==> config.mk <==
export PLATFORM = sky130hd
export DESIGN_NAME = tick_ctrl_flat
export DESIGN_NICKNAME = d
export VERILOG_FILES = /design/src/rtl/tick_ctrl_if.sv /design/src/rtl/tick_ctrl.sv /design/src/flat_wrapper.sv
export SDC_FILE = /design/constraint.sdc
export NUM_CORES = 1
export LEC_CHECK = 0
export ABC_AREA = 1
export BUFFER_PORTS_ARGS = -buffer_cell sky130_fd_sc_hd__buf_2
export CAP_MARGIN = 20
export CORE_MARGIN = 2
export CORE_UTILIZATION = 25
export DETAILED_ROUTE_END_ITERATION = 16
export PLACE_DENSITY = 0.46
export SLEW_MARGIN = 20
export SYNTH_ARGS = -nofsm -noshare
export SYNTH_HDL_FRONTEND = slang
export SYNTH_SLANG_ARGS = --single-unit
export TNS_END_PERCENT = 20
==> constraint.sdc <==
create_clock -name clk_in -period 1.91 [get_ports clk_in]
set_input_delay 0.0955 -clock clk_in [delete_from_list [all_inputs] [get_ports clk_in]]
set_output_delay 0.0955 -clock clk_in [all_outputs]
set_load 0.005 [all_outputs]
==> src/rtl/tick_ctrl_if.sv <==
// Command port for tick_ctrl: valid/ready handshake carrying an opcode and a step count.
interface tick_ctrl_if #(
    parameter int STEP_W = 16
);
    logic              cmd_valid;
    logic [2:0]        cmd_op;
    logic [STEP_W-1:0] cmd_arg;
    logic              cmd_ready;

    modport master (
        output cmd_valid,
        output cmd_op,
        output cmd_arg,
        input  cmd_ready
    );

    modport slave (
        input  cmd_valid,
        input  cmd_op,
        input  cmd_arg,
        output cmd_ready
    );
endinterface

==> src/rtl/tick_ctrl.sv <==
// Turns rising edges of the divided tick clock into one-cycle tick enables for the
// redstone core, with run/pause/single-step control and tick/overrun counters.
module tick_ctrl #(
    parameter int SYNC_STAGES = 2,
    parameter int CNT_W       = 32,
    parameter int STEP_W      = 16,
    parameter int OVR_W       = 8
) (
    input  logic             clk_in,
    input  logic             rst,
    input  logic             tick_src,
    input  logic             sim_busy,
    tick_ctrl_if.slave       cmd,
    output logic             tick_en,
    output logic             running,
    output logic [CNT_W-1:0] tick_count,
    output logic [OVR_W-1:0] overrun_count
);

    typedef enum logic [1:0] {
        ST_IDLE = 2'd0,
        ST_RUN  = 2'd1,
        ST_STEP = 2'd2
    } state_t;

    localparam logic [2:0] OP_RUN   = 3'd1;
    localparam logic [2:0] OP_PAUSE = 3'd2;
    localparam logic [2:0] OP_STEP  = 3'd3;
    localparam logic [2:0] OP_CLEAR = 3'd4;

    localparam logic [CNT_W-1:0]  CNT_ONE  = 1;
    localparam logic [OVR_W-1:0]  OVR_ONE  = 1;
    localparam logic [STEP_W-1:0] STEP_ONE = 1;

    state_t                 state_q, state_d;
    logic [SYNC_STAGES-1:0] sync_q, sync_d;
    logic                   prev_q, prev_d;
    logic                   tick_en_q, tick_en_d;
    logic                   running_q, running_d;
    logic                   ready_q, ready_d;
    logic [CNT_W-1:0]       count_q, count_d;
    logic [OVR_W-1:0]       ovr_q, ovr_d;
    logic [STEP_W-1:0]      rem_q, rem_d;

    logic                   edge_req;
    logic                   accept;
    logic [2:0]             cmd_op;
    logic [STEP_W-1:0]      cmd_arg;

    assign cmd_op   = cmd.cmd_op;
    assign cmd_arg  = cmd.cmd_arg;
    assign accept   = cmd.cmd_valid & ready_q;
    assign edge_req = sync_q[SYNC_STAGES-1] & ~prev_q;

    always_comb begin
        sync_d    = {sync_q[SYNC_STAGES-2:0], tick_src};
        prev_d    = sync_q[SYNC_STAGES-1];
        ready_d   = ~accept;
        state_d   = state_q;
        rem_d     = rem_q;
        tick_en_d = 1'b0;
        count_d   = count_q;
        ovr_d     = ovr_q;

        // The tick decision is made from the pre-command state; a command accepted
        // in the same cycle then overrides next state, remaining and counters.
        if (edge_req && state_q != ST_IDLE) begin
            if (sim_busy) begin
                ovr_d = (ovr_q == '1) ? ovr_q : ovr_q + OVR_ONE;
            end else begin
                tick_en_d = 1'b1;
                count_d   = count_q + CNT_ONE;
                if (state_q == ST_STEP && rem_q != '0) begin
                    rem_d = rem_q - STEP_ONE;
                    if (rem_q == STEP_ONE) begin
                        state_d = ST_IDLE;
                    end
                end
            end
        end

        if (accept) begin
            case (cmd_op)
                OP_RUN:   state_d = ST_RUN;
                OP_PAUSE: state_d = ST_IDLE;
                OP_STEP: begin
                    if (cmd_arg != '0) begin
                        state_d = ST_STEP;
                        rem_d   = cmd_arg;
                    end
                end
                OP_CLEAR: begin
                    count_d = '0;
                    ovr_d   = '0;
                end
                default: ;
            endcase
        end

        running_d = (state_d != ST_IDLE);
    end

    always_ff @(posedge clk_in) begin
        if (rst) begin
            state_q   <= ST_IDLE;
            sync_q    <= '0;
            prev_q    <= 1'b0;
            tick_en_q <= 1'b0;
            running_q <= 1'b0;
            ready_q   <= 1'b0;
            count_q   <= '0;
            ovr_q     <= '0;
            rem_q     <= '0;
        end else begin
            state_q   <= state_d;
            sync_q    <= sync_d;
            prev_q    <= prev_d;
            tick_en_q <= tick_en_d;
            running_q <= running_d;
            ready_q   <= ready_d;
            count_q   <= count_d;
            ovr_q     <= ovr_d;
            rem_q     <= rem_d;
        end
    end

    assign cmd.cmd_ready  = ready_q;
    assign tick_en        = tick_en_q;
    assign running        = running_q;
    assign tick_count     = count_q;
    assign overrun_count  = ovr_q;

endmodule

==> src/flat_wrapper.sv <==
// flat-port wrapper written by rule: the top's interface ports become plain ports
module tick_ctrl_flat 
#(
    parameter int SYNC_STAGES = 2,
    parameter int CNT_W       = 32,
    parameter int STEP_W      = 16,
    parameter int OVR_W       = 8
)
  (clk_in, rst, tick_src, sim_busy, tick_en, running, tick_count, overrun_count, cmd_cmd_valid, cmd_cmd_op, cmd_cmd_arg, cmd_cmd_ready);
  tick_ctrl_if #(.STEP_W(STEP_W)) cmd_i ();
  input  logic clk_in;
  input  logic rst;
  input  logic tick_src;
  input  logic sim_busy;
  output logic tick_en;
  output logic running;
  output logic [CNT_W-1:0] tick_count;
  output logic [OVR_W-1:0] overrun_count;
  input wire logic [$bits(cmd_i.cmd_valid)-1:0] cmd_cmd_valid;
  input wire logic [$bits(cmd_i.cmd_op)-1:0] cmd_cmd_op;
  input wire logic [$bits(cmd_i.cmd_arg)-1:0] cmd_cmd_arg;
  output wire logic [$bits(cmd_i.cmd_ready)-1:0] cmd_cmd_ready;
  assign cmd_i.cmd_valid = cmd_cmd_valid;
  assign cmd_i.cmd_op = cmd_cmd_op;
  assign cmd_i.cmd_arg = cmd_cmd_arg;
  assign cmd_cmd_ready = cmd_i.cmd_ready;
  tick_ctrl #(.SYNC_STAGES(SYNC_STAGES), .CNT_W(CNT_W), .STEP_W(STEP_W), .OVR_W(OVR_W)) u_core (.clk_in(clk_in), .rst(rst), .tick_src(tick_src), .sim_busy(sim_busy), .cmd(cmd_i), .tick_en(tick_en), .running(running), .tick_count(tick_count), .overrun_count(overrun_count));
endmodule
Word-level counts from Yosys, hierarchy flattened
Index checks and enable logic that the tools add are counted.

Divide/modulo/power cells: 0. Bitwise gates (word level): 5. Shifts and indexed selects: 0. Multiply operators: 0. Add/sub/neg operators: 3. Reduce and logical (&&, ||, !) cells: 7. Equal/unequal tests: 7. Muxes and demuxes: 23. $lt $le $gt $ge: 0.

Operators by type and width (number): $mux 32 (4); $mux 16 (6); $mux 8 (5); $add 32x1->32 const B (1); $reduce_bool 16->1 (2); $eq 16x1->1 const B (1); $sub 16x1->16 const B (1); $mux 2 (6); $add 8x1->8 const B (1); $eq 8x8->1 const B (1); $eq 3x2->1 const B (2); $pmux 2 s3 (1); $reduce_bool 2->1 (2); $eq 3x1->1 const B (1); $eq 3x3->1 const B (1); $not 1->1 (3); $and 1x1->1 (2); $eq 2x2->1 const B (1); $logic_and 1x1->1 (2); $reduce_or 2->1 (1); $mux 1 (1).

Input bits: 24. Register bits after elaboration: 64. Memories kept: 0. Bits in latches: 0. ROM bits: 0. RAM bits: 0.

Depth between registers and ports, before layout
Gate-level depths: netlist (run 1).

Depth in word-level cells: 9. Mapped depth: 12.

Worst setup path after synthesis (run 1)
Ideal clock, no wire load.

Path kind: register -> register. Start: register u_core.rem_q[0]. End: register u_core.rem_q[15]. Setup time: 0.109 ns. Setup slack: 0.472 ns. Cell stages (with the launch flop): 13. Required time: 1.801 ns. Data arrival time: 1.329 ns. Cells stage by stage: dfxtp_1 > inv_1 > ha_1 > nand2_1 > nor2_1 > nand2_2 > nand2_1 > nor2_1 > nand3_1 > nand2_1 > nand3_1 > nand2_1 > inv_1.

Longest elaborated chain between the ends: 8. Elaborated cells between the ends (all ways): 9. Classes of those cells: 1 x add/sub; 6 x mux; 2 x reduce/logical.

RTL lines: from (decl) (line tick_ctrl.sv:43) `logic [STEP_W-1:0] rem_q, rem_d;`; from (signal assigned) (line tick_ctrl.sv:123) `rem_q <= rem_d;`; branches (longest 2 deep; another with $sub 16x1->16); $mux 16 (*) (line tick_ctrl.sv:73) `if (state_q == ST_STEP && rem_q != '0) begin`; $mux 16 (*) (line tick_ctrl.sv:68) `if (sim_busy) begin`; $mux 16 (*) (line tick_ctrl.sv:67) `if (edge_req && state_q != ST_IDLE) begin`; $mux 16 (line tick_ctrl.sv:87) `if (cmd_arg != '0) begin`; $mux 16 (line tick_ctrl.sv:83) `case (cmd_op)`; $mux 16 (*) (line tick_ctrl.sv:82) `if (accept) begin`.

Mark *: on every way between the ends. A chain may end at the register's enable or synchronous reset.

Worst setup path in the final report (run 1)
Start: register u_core.state_q[0]. End: register u_core.rem_q[5].

Longest elaborated chain between the ends: 8. Elaborated cells between the ends (all ways): 10. Classes of those cells: 1 x eq/ne; 6 x mux; 3 x reduce/logical.

RTL lines: from (decl) (line tick_ctrl.sv:35) `state_t state_q, state_d;`; from (signal assigned) (line tick_ctrl.sv:115) `state_q <= state_d;`; $eq 2x2->1 (line tick_ctrl.sv:73); $logic_and 1x1->1 (line tick_ctrl.sv:73); $mux 16 (line tick_ctrl.sv:73); $mux 16 (line tick_ctrl.sv:68); $mux 16 (*) (line tick_ctrl.sv:67); $mux 16 (line tick_ctrl.sv:87); $mux 16 (line tick_ctrl.sv:83); $mux 16 (*) (line tick_ctrl.sv:82).

Mark *: on every way between the ends. The rest lies on a longest branch, timed or not.

==> run_results.csv, run 1 <==
group,metric,value,unit
sta,setup_violations,0,
critical_path,cp_slowest_cell,"dfxtp_1",
sta,fin_skew,0.00747,ns
sta,layout_setup_ws,0.214,ns
critical_path,arrival,1.93,ns
synth,syn_area,3600,um^2
power_and_ir_drop,power,3.39,mW
synth,synth_cells,536,
global_route,grt_overflow,0,
global_route,grtUsageMet2,0.202,
sta,tns,0,ns
power_and_ir_drop,p_switching,0.722,mW
critical_path,critical_path_buf_inv_count,3,
sta,period_needed,1.70,ns
critical_path,cp-end-kind,"flop",
global_route,grt_first_pass_wirelength,15400,um
final_layout,area_growth,26.2,%
floorplanning,die-area,15400,um^2
sta,max_slew_margin,0.516,
job,max-cap-violations,0,
placed_design,port_buffers,66,
critical_path,cp_cell_sequence,"inv_2 -> nand2_4 -> nand3_4 -> nor2_4 -> buf_4 -> nand4_1 -> o21ai_0 -> nand3_1 -> nand2_1 -> inv_1",
drt,drc_errors,0,
global_route,top_usage_layer,"met2",
synth,synth_top_area_cell,"dfxtp_1",
drt,drt-initial-drc-count,206,
floorplanning,ioPinCount,67,
critical_path,critPathTopFamily,"simple AND/OR/NAND/NOR gates",
final_layout,n_antenna_cell,0,
synth,yosysTopAreaCellShare,0.356,
global_route,antenna_found_initial,0,
synth,synth_fp_nets,565,
clock_network,clk_pin_slew,0.05,ns
run_status,status,"completed",
power_and_ir_drop,vdd_ir_drop_max,0.444,mV
synth,synth_ff_type,"dfxtp_1",
floorplanning,start_util,0.257,
sta,grt_setup_unrepaired,"no",
drt,wl,9370,um
floorplanning,die_w,124,um
critical_path,worstSetupPathType,"flop to flop",
synth,synth.distinct_cells,40,
power_and_ir_drop,p_int,2.66,mW
floorplanning,core,14000,um^2
drt,wl_per_cell,11.7,um
sta,fin_crit_sh,0.888,
critical_path,critPathLaunchType,"flop",
drt,vias,3482,
placed_design,dp.final_hpwl,7210,um
clock_network,clk_latency,0.34,ns
final_layout,drive_gt1_frac,0.203,
clock_network,tritoncts,"yes",
hold_path,holdCritPathClass,"input port to flop",
synth,ys_seq_area_frac,0.356,
power_and_ir_drop,p_seq_frac,0.401,
power_and_ir_drop,p_per_area,746,nW/um^2
floorplanning,fp-row-count,43,
power_and_ir_drop,p_sw_frac,0.213,
synth,avgSynthCellArea,6.71,um^2
final_layout,num-nets-final,645,
critical_path,cpPeakStageDelay,0.37,ns
synth,synth_edf_count,0,
placed_design,detailed_place.area,4150,um^2
clock_network,cts_buffers,9,
power_and_ir_drop,pwr-share-clk,0.546,
drt,vias_per_cell,4.35,
global_route,grt_pass1_vias,3279,
global_route,grt.total_usage,0.130,
critical_path,cp_max_fo,10,
clock_network,cts_max_level,3,
placed_design,pre_cts_ws,0.207,ns
synth,ys_warn_count,0,
placed_design,gp_congestion,0.846,
clock_network,cts.sinks,64,
sta,worst_pin_slew,0.725,ns
floorplanning,die_y,124,um
drt,ant_nets,0,
clock_network,clockBufferDepth,2,
synth,synthTopCellsByArea,"dfxtp_1 (36%), nand2_1 (11%), nor2_1 (9.0%)",
sta,clock.fmax,590,MHz
synth,synthArstFlopShare,0,
sta,slew_violations,0,
final_layout,design_area,4540,um^2
global_route,grtUsageMet1,0.166,
synth,ys_ff_latch,64,
sta,hold_violations,0,
clock_network,cts_resized,0,
power_and_ir_drop,p_leak,2.10,nW
clock_network,cts-root-buf,"clkbuf_16",
global_route,grt_util_met3,0.0339,
drt,dr.pass1.iters,4,
power_and_ir_drop,p_comb_frac,0.053,
global_route,grt_max_degree,25,
critical_path,crit_required,2.14,ns
cells in the final DEF (no fill, tap or decap), types with 3 or more instances in the layout:
cell       Yosys  routed
ha_1           5       5
a21oi_1       22      22
clkbuf_16      0       9
or2_2          7       7
xor2_1         9       9
clkbuf_8       0       3
a31oi_1        3       3
o21ai_0       32      32
buf_4          0      10
nand2_2        5       5
nor2_1        86      86
nand2_1      101     101
nor2_2         4       4
nor2_4         7       7
xnor2_1        4       4
buf_2          2      66
inv_1         84      84
nand4_1       12      12
nand3_1       45      45
dfxtp_1       64      64
nor3_1         9       9
state kept, by name, indices dropped and copies added (netlist names):
name,count
u_core.tick_count,32
u_core.rem_q,16
u_core.overrun_count,8
u_core.state_q,2
u_core.sync_q,2
u_core.cmd.cmd_ready,1
u_core.prev_q,1
u_core.running,1
u_core.tick_en,1
cell families after synthesis:
kind of cell    count (synthesis)  synth area share
simple gates                  294             0.397
xor+xnor                       13            0.0317
buf+inv                        96             0.103
compound gates                 64            0.0950
fa+ha+maj                       5            0.0174
flops                          64             0.356
power groups by stage:
stage | sequential [mW] | combinational (mW) | clock [mW]
5_1_grt | 1.36 | 0.210 | 1.95
2_1_floorplan | 1.39 | 0.113 | 0
3_3_place_gp | 1.39 | 0.179 | 0
6_report | 1.36 | 0.180 | 1.85
4_1_cts | 1.36 | 0.184 | 1.90
3_5_place_dp | 1.39 | 0.180 | 0
worst register-to-register path, cell delays in order (launching register included):
cell and delay (ns):
dfxtp_1 0.37, inv_2 0.06, nand2_4 0.09, nand3_4 0.09, nor2_4 0.28, buf_4 0.17, nand4_1 0.16, o21ai_0 0.19
nand3_1 0.09, nand2_1 0.06, inv_1 0.03
final cells by class:
class,count,area [um^2]
fill,1527,9450
sequential,64,1280
clock buffer,14,274
multi-input combinational,376,1940
inverter,87,327
clock inverter,2,60.1
tap,180,225
timing repair buffer,78,425
timing repair:
action / 4_1_cts / 5_1_grt
hold buffers: 2 / 0
buffers inserted: 0 / 4
hold endpoints to repair: 2 / 0
endpoints found under the setup margin: 0 / 1
metal layers:
metal,vias to the layer above,wire [um]
met5,-,0
met4,0,235
met3,19,388
met2,65,4170
met1,1531,4580
li1,1867,-
per-stage QoR:
step / utilization / hold slack [ns] / std cells
after detailed placement: 0.297 / 0.300 / 779
after CTS: 0.322 / 0.0319 / 797
final: 0.324 / 0.0444 / 801
after floorplan: - / 0.191 / 536
after global routing: 0.324 / 0.0453 / 801
after global placement: 0.297 / 0.289 / 779
synthesized netlist by cell type (3+ instances only):
cell,n
o21ai_0,32
nor2_4,7
xor2_1,9
a31oi_1,3
nand2_1,101
ha_1,5
nor2_2,4
dfxtp_1,64
xnor2_1,4
or2_2,7
inv_1,84
nand2_2,5
nand4_1,12
nor2_1,86
nand3_1,45
clkbuf_1,6
nor3_1,9
a21oi_1,22
final timing paths:
check / slack [ns] / startpoint / cells after the start / end
worst max-delay path: 0.21 / u_core.state_q[0]$_SDFF_PP0_ / 10 / u_core.rem_q[5]$_SDFF_PP0_
worst min-delay path: 0.04 / rst / 2 / u_core.sync_q[0]$_SDFF_PP0_
worst max register to register: 0.21 / u_core.state_q[0]$_SDFF_PP0_ / 10 / u_core.rem_q[5]$_SDFF_PP0_
worst min register to register: 0.40 / u_core.sync_q[0]$_SDFF_PP0_ / 2 / u_core.sync_q[1]$_SDFF_PP0_
No activity file was read; power rests on OpenSTA's default activity.
==> inputs of run 2 (changes only) <==
--- a/config.mk
+++ b/config.mk
@@ -12,6 +12,7 @@
 export CORE_UTILIZATION = 25
 export DETAILED_ROUTE_END_ITERATION = 16
 export PLACE_DENSITY = 0.46
+export RECOVER_POWER = 50
 export SLEW_MARGIN = 20
 export SYNTH_ARGS = -nofsm -noshare
 export SYNTH_HDL_FRONTEND = slang
==> run 2 against run 1 <==
  * Fmax barely moved
  * Die area unchanged
  * Register-to-register slack about the same
  * Sequential power hardly changed
  * Core utilization shrank 0.41 points
  * Clock power is essentially flat
  * Sequential share of layout area is 0.36 points higher
  * Routed wire length hardly changed
  * Critical endpoint is now u_core.tick_count[25]$_SDFF_PP0_
  * Largest cell class unchanged
==> run_results.csv, run 2 (synthesized netlist as in run 1, its figures left out) <==
group,metric,value,unit
hold_path,hold_path_end,"u_core.sync_q[0]$_SDFF_PP0_",
power_and_ir_drop,p_leak,1.95,nW
clock_network,tritoncts,"yes",
global_route,grt.total_usage,0.130,
critical_path,critPathLaunchType,"flop",
final_layout,num-nets-final,645,
floorplanning,die-area,15400,um^2
drt,drt-initial-drc-count,207,
critical_path,cpPeakStageDelay,0.37,ns
final_layout,largest_register_ffs,32,
placed_design,gp_congestion,0.846,
sta,fin_skew,0.00735,ns
final_layout,n_antenna_cell,0,
global_route,grt_pass1_vias,3279,
final_layout,multi_input_area,1930,um^2
sta,fin_crit_sh,0.887,
floorplanning,start_util,0.257,
global_route,grt_max_degree,25,
placed_design,dp.final_hpwl,7210,um
floorplanning,core,14000,um^2
sta,max_slew_margin,0.513,
power_and_ir_drop,p_switching,0.721,mW
sta,slew_violations,0,
power_and_ir_drop,p_comb_frac,0.053,
drt,wl,9370,um
placed_design,dp.cells,779,
placed_design,port_buffers,66,
drt,wl_per_cell,11.7,um
drt,drc_errors,0,
hold_path,holdCritPathClass,"input port to flop",
sta,setup_violations,0,
drt,vias,3484,
critical_path,cp_slowest_cell,"dfxtp_1",
final_layout,fin_cells,801,
floorplanning,ioPinCount,67,
critical_path,critPathTopFamily,"simple AND/OR/NAND/NOR gates",
hold_path,hold_depth,2,
critical_path,cp_cell_sequence,"inv_2 -> nand2_4 -> nand4_4 -> nor2_1 -> nand2_1 -> nor2_2 -> nand3b_1 -> nand2_1 -> nand2_1 -> nor2_1",
clock_network,cts_resized,0,
final_layout,final_common_cell,"nand2_1",
power_and_ir_drop,p_seq_frac,0.401,
drt,ant_nets,0,
job,max-cap-violations,0,
clock_network,clk_latency,0.34,ns
final_layout,drive_gt1_frac,0.145,
global_route,grt_overflow,0,
critical_path,reg2reg_setup_slack,0.22,ns
run_status,status,"completed",
critical_path,crit_required,2.19,ns
critical_path,critPathMostFrequentCell,"nand2_1",
hold_path,min-delay-start,"rst",
floorplanning,fp-row-count,43,
sta,grt_setup_unrepaired,"no",
drt,vias_per_cell,4.35,
critical_path,critical_path_buf_inv_count,1,
power_and_ir_drop,p_sw_frac,0.213,
critical_path,reg2regPathDepth,10,
clock_network,cts_max_level,3,
power_and_ir_drop,p_per_area,756,nW/um^2
critical_path,r2r-start,"u_core.state_q[0]$_SDFF_PP0_",
sta,clock.fmax,590,MHz
clock_network,clockBufferDepth,2,
final_layout,regArea,1280,um^2
global_route,antenna_found_initial,0,
floorplanning,die_y,124,um
clock_network,cts-root-buf,"clkbuf_16",
clock_network,cts_buffers,9,
critical_path,cp-end-kind,"flop",
final_layout,nFillCells,1546,
power_and_ir_drop,p_int,2.66,mW
clock_network,clk_pin_slew,0.06,ns
drt,dr.pass1.iters,4,
clock_network,cts.sinks,64,
critical_path,arrival,1.97,ns
critical_path,cp_max_fo,9,
critical_path,worstSetupPathType,"flop to flop",
sta,hold_violations,0,
final_layout,final_cell_mix,"nand2_1 (101), nor2_1 (87), inv_1 (84)",
floorplanning,die_w,124,um
sta,period_needed,1.69,ns
critical_path,worstReg2RegEnd,"u_core.tick_count[25]$_SDFF_PP0_",
sta,tns,0,ns
power_and_ir_drop,vdd_ir_drop_max,0.444,mV
final_layout,area_growth,24.6,%
global_route,grt_first_pass_wirelength,15400,um
power_and_ir_drop,pwr-share-clk,0.546,
sta,worst_pin_slew,0.730,ns
==> run 2: worst max-delay path by stage <==
| stage | startpoint | to | cells past startpoint |
|---|---|---|---|
| after floorplan | u_core.rem_q[0]$_SDFF_PP0_ | u_core.rem_q[15]$_SDFF_PP0_ | 12 |
| after CTS | u_core.state_q[0]$_SDFF_PP0_ | u_core.rem_q[6]$_SDFF_PP0_ | 11 |
| after global routing | u_core.state_q[0]$_SDFF_PP0_ | u_core.rem_q[6]$_SDFF_PP0_ | 11 |
| final | u_core.state_q[0]$_SDFF_PP0_ | u_core.tick_count[25]$_SDFF_PP0_ | 10 |
| after global placement | u_core.state_q[0]$_SDFF_PP0_ | u_core.tick_count[31]$_SDFF_PP0_ | 7 |
| after detailed placement | u_core.state_q[0]$_SDFF_PP0_ | u_core.rem_q[6]$_SDFF_PP0_ | 11 |
==> run 2: layer usage <==
layer,GRT usage,part of all wire,vias to the layer above
li1,-,-,1865
met1,0.166,0.49,1535
met4,0.0674,0.025,0
met3,0.0339,0.044,19
met5,0,0,-
met2,0.202,0.45,65
==> run 2: per-stage QoR <==
step	hold WS, ns	setup WS [ns]	utilization	cell area [um^2]	total power, mW
final	0.0440	0.215	0.320	4480	3.39
after global routing	0.0453	0.0309	0.320	4480	3.52
after CTS	0.0319	0.192	0.322	4510	3.44
after detailed placement	0.300	0.207	0.297	4150	1.57
after global placement	0.289	0.229	0.297	4150	1.57
after floorplan	0.191	0.472	-	3600	1.50
==> run 2: worst register-to-register path: cells and delay by family, from the launching register on <==
kind | cells | cell delay (ns)
buf+inv | 1 | 0.06
flops | 1 | 0.37
simple gates | 9 | 1.22
==> run 2: cell type report <==
class,instances,share of cell area
Clock buffer,14,0.0612
Clock inverter,2,0.0134
Inverter,87,0.0729
Multi-Input combinational cell,376,0.431
Sequential cell,64,0.286
Tap cell,180,0.0503
Timing Repair Buffer,78,0.0849
==> run 2: power by group through the flow <==
stage / Combinational (mW) / Sequential (mW) / Clock (mW)
after floorplan: 0.113 / 1.39 / 0
after global placement: 0.179 / 1.39 / 0
after detailed placement: 0.180 / 1.39 / 0
after CTS: 0.184 / 1.36 / 1.90
after global routing: 0.209 / 1.36 / 1.95
final: 0.179 / 1.36 / 1.85
==> run 2: repair_timing <==
action                                 CTS  global route
hold buffers                             2             0
setup endpoints to repair                0             1
setup buffers                            0             4
endpoints found under the hold margin    2             0
==> inputs of run 3 (changes only) <==
--- a/config.mk
+++ b/config.mk
@@ -8,7 +8,7 @@
 export ABC_AREA = 1
 export BUFFER_PORTS_ARGS = -buffer_cell sky130_fd_sc_hd__buf_2
 export CAP_MARGIN = 20
-export CORE_MARGIN = 2
+export CORE_MARGIN = 5
 export CORE_UTILIZATION = 25
 export DETAILED_ROUTE_END_ITERATION = 16
 export PLACE_DENSITY = 0.46
==> constraint.sdc (replaced) <==
create_clock -name clk_in -period 2 [get_ports clk_in]
set_input_delay 0.1 -clock clk_in [delete_from_list [all_inputs] [get_ports clk_in]]
set_output_delay 0.1 -clock clk_in [all_outputs]
set_load 0.005 [all_outputs]
==> run 3 against run 2 <==
  * Non-clock buffer count decreased by 6
  * Final cell count decreased by 0.87%
  * Total power decreased by 14%
  * Largest cell class unchanged
  * Critical endpoint is now u_core.rem_q[15]$_SDFF_PP0_
==> run_results.csv, run 3 (synthesized netlist as in run 1, its figures left out) <==
group,metric,value,unit
global_route,grt_first_pass_wirelength,15900,um
power_and_ir_drop,p_per_area,671,nW/um^2
floorplanning,fp-row-count,43,
global_route,grt.total_usage,0.121,
sta,clock.fmax,581,MHz
sta,hold_slack,0.0320,ns
sta,grt_setup_unrepaired,"no",
power_and_ir_drop,p_sw_frac,0.231,
clock_network,cts_buffers,9,
placed_design,dp.final_hpwl,7410,um
critical_path,worstSetupPathType,"flop to flop",
global_route,grt_overflow,0,
hold_path,hold_path_end,"u_core.cmd.cmd_ready$_SDFF_PP0_",
critical_path,cp_slowest_cell,"dfxtp_1",
final_layout,design_area,4370,um^2
sta,max_slew_margin,0.502,
floorplanning,ioPinCount,67,
clock_network,clk_latency,0.34,ns
sta,setup_violations,0,
clock_network,cts_max_level,3,
sta,fin_skew,0.00921,ns
hold_path,min-delay-start,"rst",
clock_network,cts-root-buf,"clkbuf_16",
drt,vias_per_cell,4.41,
critical_path,worstReg2RegEnd,"u_core.rem_q[15]$_SDFF_PP0_",
final_layout,area_growth,21.4,%
global_route,grt_max_degree,32,
sta,hold_violations,0,
floorplanning,die_y,130,um
critical_path,cp_cell_sequence,"inv_2 -> nand2_4 -> nand3_4 -> nor2_4 -> nand2_1 -> nor2_1 -> nand3_1 -> nand2_1 -> nand3_1 -> nand2_1 -> inv_1",
critical_path,crit_required,2.24,ns
clock_network,clk_pin_slew,0.05,ns
clock_network,post-cts-setup-buffers,0,
critical_path,cp_max_fo,12,
critical_path,cp-end-kind,"flop",
critical_path,reg2regPathDepth,11,
global_route,antenna_found_initial,0,
floorplanning,core,14000,um^2
power_and_ir_drop,pwr-share-clk,0.498,
final_layout,n_antenna_cell,0,
final_layout,final_cell_mix,"nand2_1 (102), nor2_1 (88), inv_1 (84)",
power_and_ir_drop,p_seq_frac,0.443,
sta,layout_setup_ws,0.278,ns
global_route,grt_pass1_vias,3337,
final_layout,final_common_cell,"nand2_1",
critical_path,critPathTopFamily,"simple AND/OR/NAND/NOR gates",
power_and_ir_drop,p_comb_frac,0.058,
critical_path,r2r-start,"u_core.state_q[0]$_SDFF_PP0_",
clock_network,cts_resized,0,
clock_network,tritoncts,"yes",
critical_path,critPathLaunchType,"flop",
critical_path,cpPeakStageDelay,0.37,ns
final_layout,num-nets-final,639,
final_layout,drive_gt1_frac,0.138,
power_and_ir_drop,vdd_ir_drop_max,0.396,mV
floorplanning,die-area,16900,um^2
drt,vias,3498,
final_layout,largest_register_ffs,32,
sta,period_needed,1.72,ns
power_and_ir_drop,p_switching,0.678,mW
sta,fin_crit_sh,0.861,
placed_design,port_buffers,66,
hold_path,hold_depth,2,
placed_design,gp_congestion,0.800,
drt,dr.pass1.iters,6,
critical_path,critPathMostFrequentCell,"nand2_1",
hold_path,holdCritPathClass,"input port to flop",
sta,tns,0,ns
drt,wl,9760,um
critical_path,critical_path_buf_inv_count,2,
power_and_ir_drop,p_int,2.25,mW
drt,ant_nets,0,
floorplanning,start_util,0.257,
final_layout,final_util,0.312,
drt,drt-initial-drc-count,191,
placed_design,pre_cts_ws,0.287,ns
drt,drc_errors,0,
clock_network,cts.sinks,64,
job,max-cap-violations,0,
sta,worst_pin_slew,0.746,ns
clock_network,clockBufferDepth,2,
critical_path,arrival,1.96,ns
critical_path,timing.critical_path.depth,11,
floorplanning,die_w,130,um
drt,wl_per_cell,12.3,um
critical_path,reg2reg_setup_slack,0.28,ns
placed_design,detailed_place.area,4140,um^2
clock_network,holdBufCountCts,2,
sta,slew_violations,0,
run_status,status,"completed",
power_and_ir_drop,p_leak,1.91,nW
## run 3: final cells by class
class,count,area (um^2)
fillers,1564,9620
flip-flops and latches,64,1280
repair buffers,72,343
well taps,180,225
multi-input cells,376,1920
clock buffers,15,268
inverters,87,327
## run 3: routing by layer
metal  global-route usage  vias to the layer above  part of all wire
met1                0.149                     1566              0.46
li1                     -                     1853                 -
met4               0.0587                        0             0.026
met2                0.190                       62              0.46
met3               0.0405                       17             0.050
met5                    0                        -                 0
## run 3: stage by stage
step | power, mW | instances
2_1_floorplan | 1.43 | 536
3_3_place_gp | 1.49 | 777
5_1_grt | 3.07 | 794
6_report | 2.93 | 794
3_5_place_dp | 1.50 | 777
4_1_cts | 2.98 | 794
## run 3: how the worst max path moves through the flow
stage / startpoint / end / slack, ns
2_1_floorplan: u_core.rem_q[0]$_SDFF_PP0_ / u_core.rem_q[15]$_SDFF_PP0_ / 0.56
3_3_place_gp: u_core.state_q[0]$_SDFF_PP0_ / u_core.tick_count[31]$_SDFF_PP0_ / 0.32
3_5_place_dp: u_core.state_q[0]$_SDFF_PP0_ / u_core.rem_q[15]$_SDFF_PP0_ / 0.29
4_1_cts: u_core.state_q[0]$_SDFF_PP0_ / u_core.rem_q[15]$_SDFF_PP0_ / 0.27
5_1_grt: u_core.tick_count[2]$_SDFF_PP0_ / u_core.tick_count[25]$_SDFF_PP0_ / 0.08
6_report: u_core.state_q[0]$_SDFF_PP0_ / u_core.rem_q[15]$_SDFF_PP0_ / 0.28
## run 3: power by group through the flow
stage	clock network [mW]	registers, mW	logic (mW)
2_1_floorplan	0	1.32	0.108
3_3_place_gp	0	1.32	0.169
3_5_place_dp	0	1.32	0.171
4_1_cts	1.51	1.30	0.175
5_1_grt	1.58	1.30	0.197
6_report	1.46	1.30	0.171
